[config.mk]
export PLATFORM = sky130hd
export DESIGN_NAME = ring_admit_arb
export DESIGN_NICKNAME = d
export VERILOG_FILES = /design/src/rtl/ring_admit_arb.sv
export SDC_FILE = /design/constraint.sdc
export NUM_CORES = 1
export LEC_CHECK = 0
export ABC_AREA = 1
export CORE_UTILIZATION = 38
export CTS_BUF_LIST = sky130_fd_sc_hd__clkbuf_16
export DETAILED_ROUTE_END_ITERATION = 10
export PLACE_DENSITY = 0.77
export SETUP_SLACK_MARGIN = 0.1
export SLEW_MARGIN = 0
export SYNTH_ARGS = -nofsm -noshare
export SYNTH_HDL_FRONTEND = slang
export SYNTH_SLANG_ARGS = --single-unit
[constraint.sdc]
create_clock -name CP -period 8.19 [get_ports CP]
set_clock_uncertainty 0.2 [all_clocks]
set_input_delay 0.819 -clock CP [delete_from_list [all_inputs] [get_ports CP]]
set_output_delay 0.819 -clock CP [all_outputs]
set_load 0.02 [all_outputs]
[src/rtl/ring_admit_arb.sv]
// ring_admit_arb: merges loop-back (internal) and external packets onto the
// ring's first stage. It keeps track of ring occupancy, holds back external
// admission near capacity or while draining, and bounds how many times in a
// row the internal path can beat a waiting external request.
module ring_admit_arb #(
    parameter int PKT_W      = 40,
    parameter int RING_CAP   = 16,
    parameter int RESERVE    = 2,
    parameter int STARVE_LIM = 4,
    parameter int CNT_W      = 5
) (
    input  logic             CP,
    input  logic             MR,
    input  logic             Send_in_a,
    input  logic [PKT_W-1:0] PACKET_IN_INTERNAL,
    output logic             Ack_out_a,
    input  logic             Send_in_b,
    input  logic [PKT_W-1:0] PACKET_IN_EXTERNAL,
    output logic             Ack_out_b,
    output logic             Send_out,
    input  logic             Ack_in,
    output logic [PKT_W-1:0] PACKET_OUT,
    input  logic             Copy_inc,
    input  logic             Exit_dec,
    input  logic             Drain,
    output logic             Drain_done,
    output logic [CNT_W-1:0] OCC,
    output logic             Ovf_err
);

    localparam int SC_W = $clog2(STARVE_LIM + 1);
    localparam logic [SC_W-1:0]  STARVE_MAX = SC_W'(STARVE_LIM);
    localparam logic [CNT_W-1:0] ADMIT_LIM  = CNT_W'(RING_CAP - RESERVE);
    localparam logic [CNT_W-1:0] OCC_CAP    = CNT_W'(RING_CAP);
    localparam logic [CNT_W+1:0] OCC_CAP_X  = (CNT_W + 2)'(RING_CAP);

    typedef enum logic [1:0] {
        IDLE   = 2'd0,
        BUSY_A = 2'd1,
        BUSY_B = 2'd2
    } state_t;

    state_t             state_r;
    state_t             state_nxt_s;
    logic               elig_a_s;
    logic               elig_b_s;
    logic               grant_a_s;
    logic               grant_b_s;
    logic               send_out_r;
    logic               send_out_nxt_s;
    logic               ack_a_r;
    logic               ack_b_r;
    logic [PKT_W-1:0]   pkt_r;
    logic [PKT_W-1:0]   pkt_nxt_s;
    logic [CNT_W-1:0]   occ_r;
    logic [CNT_W-1:0]   occ_nxt_s;
    logic [CNT_W+1:0]   occ_sum_s;
    logic [CNT_W+1:0]   occ_exit_s;
    logic [CNT_W+1:0]   occ_diff_s;
    logic               err_r;
    logic               err_nxt_s;
    logic [SC_W-1:0]    starve_r;
    logic [SC_W-1:0]    starve_nxt_s;
    logic               drain_done_r;
    logic               drain_done_nxt_s;

    assign elig_a_s = Send_in_a;
    assign elig_b_s = Send_in_b & ~Drain & (occ_r < ADMIT_LIM);

    // Arbitration: external wins when internal is absent or has starved it long enough.
    always_comb begin
        grant_a_s = 1'b0;
        grant_b_s = 1'b0;
        if (state_r == IDLE) begin
            if (elig_b_s && (!elig_a_s || (starve_r == STARVE_MAX))) begin
                grant_b_s = 1'b1;
            end else if (elig_a_s) begin
                grant_a_s = 1'b1;
            end else begin
                grant_a_s = 1'b0;
                grant_b_s = 1'b0;
            end
        end else begin
            grant_a_s = 1'b0;
            grant_b_s = 1'b0;
        end
    end

    // State register.
    always_ff @(posedge CP or posedge MR) begin
        if (MR) begin
            state_r <= IDLE;
        end else begin
            state_r <= state_nxt_s;
        end
    end

    // Next-state: a grant opens a transfer, a sampled Ack_in closes it.
    always_comb begin
        state_nxt_s = state_r;
        case (state_r)
            IDLE: begin
                if (grant_b_s) begin
                    state_nxt_s = BUSY_B;
                end else if (grant_a_s) begin
                    state_nxt_s = BUSY_A;
                end else begin
                    state_nxt_s = IDLE;
                end
            end
            BUSY_A, BUSY_B: begin
                if (Ack_in) begin
                    state_nxt_s = IDLE;
                end else begin
                    state_nxt_s = state_r;
                end
            end
            default: state_nxt_s = IDLE;
        endcase
    end

    // Output next values; registered below so every output comes from a flop.
    always_comb begin
        send_out_nxt_s = 1'b0;
        pkt_nxt_s      = pkt_r;
        case (state_r)
            IDLE: begin
                send_out_nxt_s = grant_a_s | grant_b_s;
                if (grant_b_s) begin
                    pkt_nxt_s = PACKET_IN_EXTERNAL;
                end else if (grant_a_s) begin
                    pkt_nxt_s = PACKET_IN_INTERNAL;
                end else begin
                    pkt_nxt_s = pkt_r;
                end
            end
            BUSY_A, BUSY_B: begin
                send_out_nxt_s = ~Ack_in;
                pkt_nxt_s      = pkt_r;
            end
            default: begin
                send_out_nxt_s = 1'b0;
                pkt_nxt_s      = pkt_r;
            end
        endcase
    end

    // Occupancy: net of admission, duplication and exit, clamped at both ends.
    always_comb begin
        occ_sum_s  = {2'b00, occ_r} + {{(CNT_W + 1){1'b0}}, grant_b_s}
                   + {{(CNT_W + 1){1'b0}}, Copy_inc};
        occ_exit_s = {{(CNT_W + 1){1'b0}}, Exit_dec};
        occ_diff_s = occ_sum_s - occ_exit_s;
        if (occ_sum_s < occ_exit_s) begin
            occ_nxt_s = {CNT_W{1'b0}};
            err_nxt_s = 1'b1;
        end else if (occ_diff_s > OCC_CAP_X) begin
            occ_nxt_s = OCC_CAP;
            err_nxt_s = 1'b1;
        end else begin
            occ_nxt_s = occ_diff_s[CNT_W-1:0];
            err_nxt_s = err_r;
        end
    end

    // Starvation counter: counts internal wins while external was waiting.
    always_comb begin
        if (grant_b_s || !elig_b_s) begin
            starve_nxt_s = {SC_W{1'b0}};
        end else if (grant_a_s && (starve_r != STARVE_MAX)) begin
            starve_nxt_s = starve_r + SC_W'(1'b1);
        end else begin
            starve_nxt_s = starve_r;
        end
    end

    assign drain_done_nxt_s = Drain & (occ_r == {CNT_W{1'b0}}) & (state_r == IDLE) & ~Send_in_a;

    // Registered outputs, occupancy and arbitration history.
    always_ff @(posedge CP or posedge MR) begin
        if (MR) begin
            send_out_r   <= 1'b0;
            ack_a_r      <= 1'b0;
            ack_b_r      <= 1'b0;
            pkt_r        <= {PKT_W{1'b0}};
            occ_r        <= {CNT_W{1'b0}};
            err_r        <= 1'b0;
            starve_r     <= {SC_W{1'b0}};
            drain_done_r <= 1'b0;
        end else begin
            send_out_r   <= send_out_nxt_s;
            ack_a_r      <= grant_a_s;
            ack_b_r      <= grant_b_s;
            pkt_r        <= pkt_nxt_s;
            occ_r        <= occ_nxt_s;
            err_r        <= err_nxt_s;
            starve_r     <= starve_nxt_s;
            drain_done_r <= drain_done_nxt_s;
        end
    end

    assign Send_out   = send_out_r;
    assign Ack_out_a  = ack_a_r;
    assign Ack_out_b  = ack_b_r;
    assign PACKET_OUT = pkt_r;
    assign OCC        = occ_r;
    assign Ovf_err    = err_r;
    assign Drain_done = drain_done_r;

endmodule

==> results of run 1 <==
==> logic make-up (layout without fill, tap and decap cells) <==
family                     Yosys count  after routing  synth area share
DFF                                 55             55             0.499
xor gates and xnor gates             1              1           0.00318
and+or+nand+nor                    191            191             0.284
adders and majority gates            8              8            0.0390
AOI/OAI and AO/OA                   47             47             0.106
buffers and inverters               41            169            0.0694
==> synth_stat cells, types with 2 or more instances <==
cell type    n  area [um2]
nand2_1    115         432
dfrtp_1     55        1380
nor2_1      53         199
a31oi_1     41         257
inv_1       22        82.6
buf_2       12        60.1
nand3_1      9        45.0
ha_1         7        87.6
buf_4        4        30.0
nand4_1      4        25.0
a21oi_1      2        10.0
inv_2        2        7.51
nor3_1       2        10.0
o21ai_1      2        10.0
==> sequential cells by signal, summed over array words and instances (netlist names) <==
| signal | cells |
|---|---|
| PACKET_OUT | 40 |
| OCC | 5 |
| starve_r | 3 |
| state_r | 2 |
| Ack_out_a | 1 |
| Ack_out_b | 1 |
| Drain_done | 1 |
| Ovf_err | 1 |
| Send_out | 1 |
==> power by group <==
| group | internal, mW | total [mW] | switching, mW |
|---|---|---|---|
| clock network | 0.142 | 0.231 | 0.0899 |
| logic | 0.337 | 0.734 | 0.397 |
| registers | 0.389 | 0.463 | 0.0742 |
| total | 0.867 | 1.43 | 0.561 |
==> metal layers <==
metal	vias up	track usage	wire length [um]
met4	0	0.0432	35
met3	4	0.0360	464
met2	88	0.356	3690
met5	-	0	0
met1	1301	0.265	3280
li1	1368	-	-
==> worst max-delay path: cells and delay by family <==
kind	cells	cell delay, ps
adders and majority gates	3	890
buffers and inverters	4	1300
and+or+nand+nor	10	1300
==> how the worst min path moves through the flow <==
stage                      startpoint                endpoint  slack [ps]  depth (start not counted)
2_1_floorplan  state_r[1]$_DFFE_PP0N_  state_r[1]$_DFFE_PP0N_         280                          2
3_3_place_gp   state_r[1]$_DFFE_PP0N_  state_r[1]$_DFFE_PP0N_         300                          2
3_5_place_dp      Ovf_err$_DFFE_PP0P_     Ovf_err$_DFFE_PP0P_         310                          1
4_1_cts        state_r[1]$_DFFE_PP0N_  state_r[1]$_DFFE_PP0N_         330                          2
5_1_grt        state_r[1]$_DFFE_PP0N_  state_r[1]$_DFFE_PP0N_         370                          2
6_report       state_r[1]$_DFFE_PP0N_  state_r[1]$_DFFE_PP0N_         320                          2
==> stage by stage <==
stage          cell area, um2  cells  total power, mW  utilization
4_1_cts                  4320    567             1.44        0.625
3_3_place_gp             4160    560             1.19        0.602
5_1_grt                  4320    567             1.53        0.625
6_report                 4320    567             1.43        0.625
2_1_floorplan            2760    343            0.879            -
3_5_place_dp             4160    560             1.20        0.602
==> area by class of cell <==
class	instances	share of cell area
clock buffer	5	0.0290
inverter	24	0.0209
multi-input combinational	247	0.276
sequential	55	0.319
tap	96	0.0278
clock inverter	2	0.00783
timing repair buffer	138	0.320
==> run_results.csv, run 1 <==
group,metric,value,unit
flow_run,maxCapViolCount,0,
worst_setup_path,path_cells,"clkdlybuf4s50_1, nor2_1, nand2_1, nor2_4, nand3_4, inv_2, fa_1, inv_1, ha_1, ha_1, nand3_1, inv_1, nand3_1, nand2_1, nand2_1, nand2_1, nor2_1",
final_layout,multi_input_comb_area,1190,um2
placement,gp_congestion,0.821,
worst_setup_path,worstPathMaxFanout,43,
final_layout,insertedDiodeCount,0,
synth,ys.flop_type,"dfrtp_1",
die,core-area,6910,um2
synth,async_flop_share,1.00,
global_route,grt_max_degree,82,
final_layout,drive_above_1_share,0.0318,
die,dieWidth,87.2,um
die,placementRows,30,
clock_tree,clockBufferDepth,2,
placement,place_hpwl,5350,um
min_path,min_path_type,"reg -> reg",
sta,worst_pin_slew,788,ps
synth,avgSynthCellArea,8.04,um2
placement,portBuffers,137,
final_layout,final_cell_mix,"clkdlybuf4s50_1, nand2_1, dfrtp_1",
synth,synth_area,2760,um2
sta,period_minus_slack,4330,ps
synth,ys_types,27,
routing,drc,0,
routing,wl,7470,um
worst_setup_path,cp_slowest_cell,"inv_2",
global_route,antenna_found_initial,0,
status,status,"finished clean",
sta,fin_ws,3860,ps
routing,antenna_left,0,
clock_tree,cts.sink_count,55,
sta,fmax,231,MHz
clock_tree,clk_pin_slew_worst_paths,70,ps
clock_tree,cts_resized,0,
sta,hold_slack,323,ps
worst_setup_path,crit_start,"Drain",
synth,syn_nets,439,
sta,finalSetupViolations,0,
final_layout,layout_commonest_cell,"clkdlybuf4s50_1",
sta,hold_viol,0,
pwr,vdd_drop_max,0.000165,V
clock_tree,clkLatencyLatePin,290,ps
final_layout,area_delta_synth_final,56.4,%
final_layout,regArea,1380,um2
synth,synth_seq_cells,55,
worst_setup_path,reg2reg_to,"OCC[0]$_DFF_PP0_",
global_route,grt_pass1_wl,12200,um
placement,place_ws,3520,ps
routing,vias,2761,
global_route,grt-ovfl-total,0,
worst_setup_path,critPathArrivalTime,4310,ps
sta,relSlewSlack,0.475,
die,start_util,0.399,
worst_setup_path,r2r_cells,16,
worst_setup_path,endpoint_kind,"flop",
die,die_h,87.2,um
clock_tree,cts_tree,"yes",
routing,dr.pass1.iters,5,
synth,ys_seq_area_frac,0.499,
sta,grt_setup_unrepaired,"false",
worst_setup_path,crit_path_frequent_cell,"nand2_1",
pwr,leakage,1.87,nW
clock_tree,cts_setup_buffers,0,
worst_setup_path,max_stage_delay,730,ps
routing,drt_iter0_drc,103,
final_layout,nNetsFinal,567,
clock_tree,cts_hold_buf,0,
worst_setup_path,r2r-start,"OCC[2]$_DFF_PP0_",
die,io_pins,138,
worst_setup_path,setup.worst_path.class,"in -> reg",
pwr,pwr_density_cell,331,nW/um2
synth,synth_edf_count,0,
worst_setup_path,critPathRequiredTime,8170,ps
synth,yosysWarnings,0,
sta,period_share,0.529,
clock_tree,cts_root_buffer,"clkbuf_16",
global_route,track_usage,0.204,
worst_setup_path,endpoint,"OCC[0]$_DFF_PP0_",
worst_setup_path,start_kind,"input pin",
die,die_area,7600,um2
worst_setup_path,rrSetupSlack,4290,ps
clock_tree,htree_levels,2,
sta,timing.setup.tns,0,ps
routing,vias_per_cell,4.87,
routing,wire_per_inst,13.2,um
sta,slew_viol_final,0,
synth,synth_cells,343,
final_layout,fillers,610,
clock_tree,numCtsBuffers,5,
global_route,grt_pass1_vias,2674,
No activity file was read; power rests on OpenSTA's default activity.
==> run 2: changes to the inputs <==
Settings changed: CORE_UTILIZATION 38 to 36, PLACE_DENSITY 0.77 to 0.76.
Clock period 8.19 ns to 3.62 ns, I/O delays scaled along.
==> run_results.csv, run 2 (same netlist as run 1, synthesis figures left out) <==
group,metric,value,unit
routing,vias,2751,
global_route,antenna_found_initial,0,
pwr,vdd_drop_max,0.000472,V
clock_tree,cts_resized,0,
worst_setup_path,crit_start,"OCC[2]$_DFF_PP0_",
routing,antenna_left,0,
clock_tree,cts_tree,"yes",
global_route,grt_pass1_wl,11800,um
clock_tree,cts_root_buffer,"clkbuf_16",
clock_tree,clk_pin_slew_worst_paths,70,ps
min_path,min_path_type,"in -> async",
flow_run,maxCapViolCount,0,
routing,wire_per_inst,13.0,um
placement,placed_cells,566,
final_layout,drive_above_1_share,0.0379,
clock_tree,cts_setup_buffers,0,
routing,vias_per_cell,4.79,
die,core-area,7330,um2
final_layout,fillers,652,
clock_tree,numCtsBuffers,5,
clock_tree,htree_levels,2,
global_route,track_usage,0.190,
die,dieWidth,89.5,um
global_route,grt_pass1_vias,2661,
die,io_pins,138,
sta,timing.setup.tns,0,ps
pwr,leakage,1.87,nW
sta,hold_viol,0,
worst_setup_path,critPathArrivalTime,2900,ps
clock_tree,cts.sink_count,55,
final_layout,final_cell_mix,"clkdlybuf4s50_1, nand2_1, dfrtp_1",
routing,dr.pass1.iters,4,
placement,dpl_cell_area,4180,um2
clock_tree,clockBufferDepth,2,
die,start_util,0.376,
worst_setup_path,setup.worst_path.class,"reg -> reg",
final_layout,final_core_util,0.590,
sta,slew_viol_final,0,
worst_setup_path,r2r_cells,16,
sta,relSlewSlack,0.473,
final_layout,insertedDiodeCount,0,
worst_setup_path,start_kind,"flop",
pwr,power.total,3.17,mW
routing,wl,7460,um
pwr,pwr_density_cell,734,nW/um2
final_layout,nNetsFinal,570,
placement,portBuffers,137,
worst_setup_path,worstPathMaxFanout,11,
worst_setup_path,r2r-start,"OCC[2]$_DFF_PP0_",
global_route,grt-ovfl-total,0,
die,die_h,89.5,um
sta,period_minus_slack,2910,ps
final_layout,final_cell_area,4320,um2
placement,gp_congestion,0.830,
sta,finalSetupViolations,0,
clock_tree,clkLatencyLatePin,290,ps
placement,place_hpwl,5400,um
die,placementRows,31,
sta,worst_pin_slew,791,ps
sta,period_share,0.805,
status,status,"finished clean",
sta,grt_setup_unrepaired,"false",
die,die_area,8020,um2
final_layout,layout_commonest_cell,"clkdlybuf4s50_1",
final_layout,instances_no_fill,574,
routing,drt_iter0_drc,72,
final_layout,area_delta_synth_final,56.7,%
clock_tree,cts_hold_buf,0,
worst_setup_path,endpoint_kind,"flop",
worst_setup_path,critPathRequiredTime,3600,ps
final_layout,largest_reg_flops,40,
global_route,grt_max_degree,82,
sta,fmax,343,MHz
routing,drc,0,
-- run 2: changes by cell type in the layout (fill, tap and decap cells not counted) --
cell,before,now
bufinv_16,1,0
clkinvlp_4,0,1
inv_1,22,21
clkinv_1,0,2
buf_4,1,4
-- run 2: metal layers --
metal	track usage	part of all wire	vias to the layer above
li1	-	-	1378
met1	0.235	0.43	1264
met2	0.335	0.48	100
met3	0.0416	0.074	9
met4	0.0476	0.0096	0
met5	0	0	-
-- run 2: worst paths after layout --
kind / to / slack [ps]
min in group CP: Ovf_err$_DFFE_PP0P_ / 330
worst min register to register: Ovf_err$_DFFE_PP0P_ / 330
worst max register to register: OCC[1]$_DFF_PP0_ / 710
worst max-delay path: OCC[1]$_DFF_PP0_ / 710
max in group asynchronous: state_r[0]$_DFFE_PP0N_ / 2310
worst min-delay path: PACKET_OUT[12]$_DFFE_PP0P_ / 280
-- run 2: worst max-delay path, cell delays in order (launching register included) --
cell and delay [ps]:
dfrtp_1 540, nand2_1 110, nor2_2 140, nor2_4 70
nand3_4 60, inv_2 50, fa_1 430, ha_1 300
inv_1 70, ha_1 160, nand3_1 140, inv_1 90
nand3_1 80, nand2_1 110, nand2_1 80, nand2_1 110
nor2_1 50
-- run 2: where the power goes --
| part | leakage [nW] | switching [mW] | total [mW] | internal, mW |
|---|---|---|---|---|
| logic | 1.17 | 0.902 | 1.66 | 0.763 |
| clock network | 0.0649 | 0.212 | 0.464 | 0.252 |
| registers | 0.635 | 0.164 | 1.04 | 0.879 |
| total | 1.87 | 1.28 | 3.17 | 1.89 |
-- run 2: per-stage QoR --
stage | hold slack (ps) | setup WS, ps
final | 280 | 707
after global routing | 335 | 416
after CTS | 307 | 713
after detailed placement | 307 | 535
after global placement | 310 | 601
after floorplan | 233 | 682
-- run 2: layout make-up --
class | count | area [um2] | share of cell area
timing repair buffer | 141 | 1400 | 0.324
tap | 99 | 124 | 0.0287
clock inverter | 3 | 15.0 | 0.00347
sequential | 55 | 1380 | 0.318
multi-input combinational | 247 | 1190 | 0.276
inverter | 24 | 90.1 | 0.0208
clock buffer | 5 | 125 | 0.0289
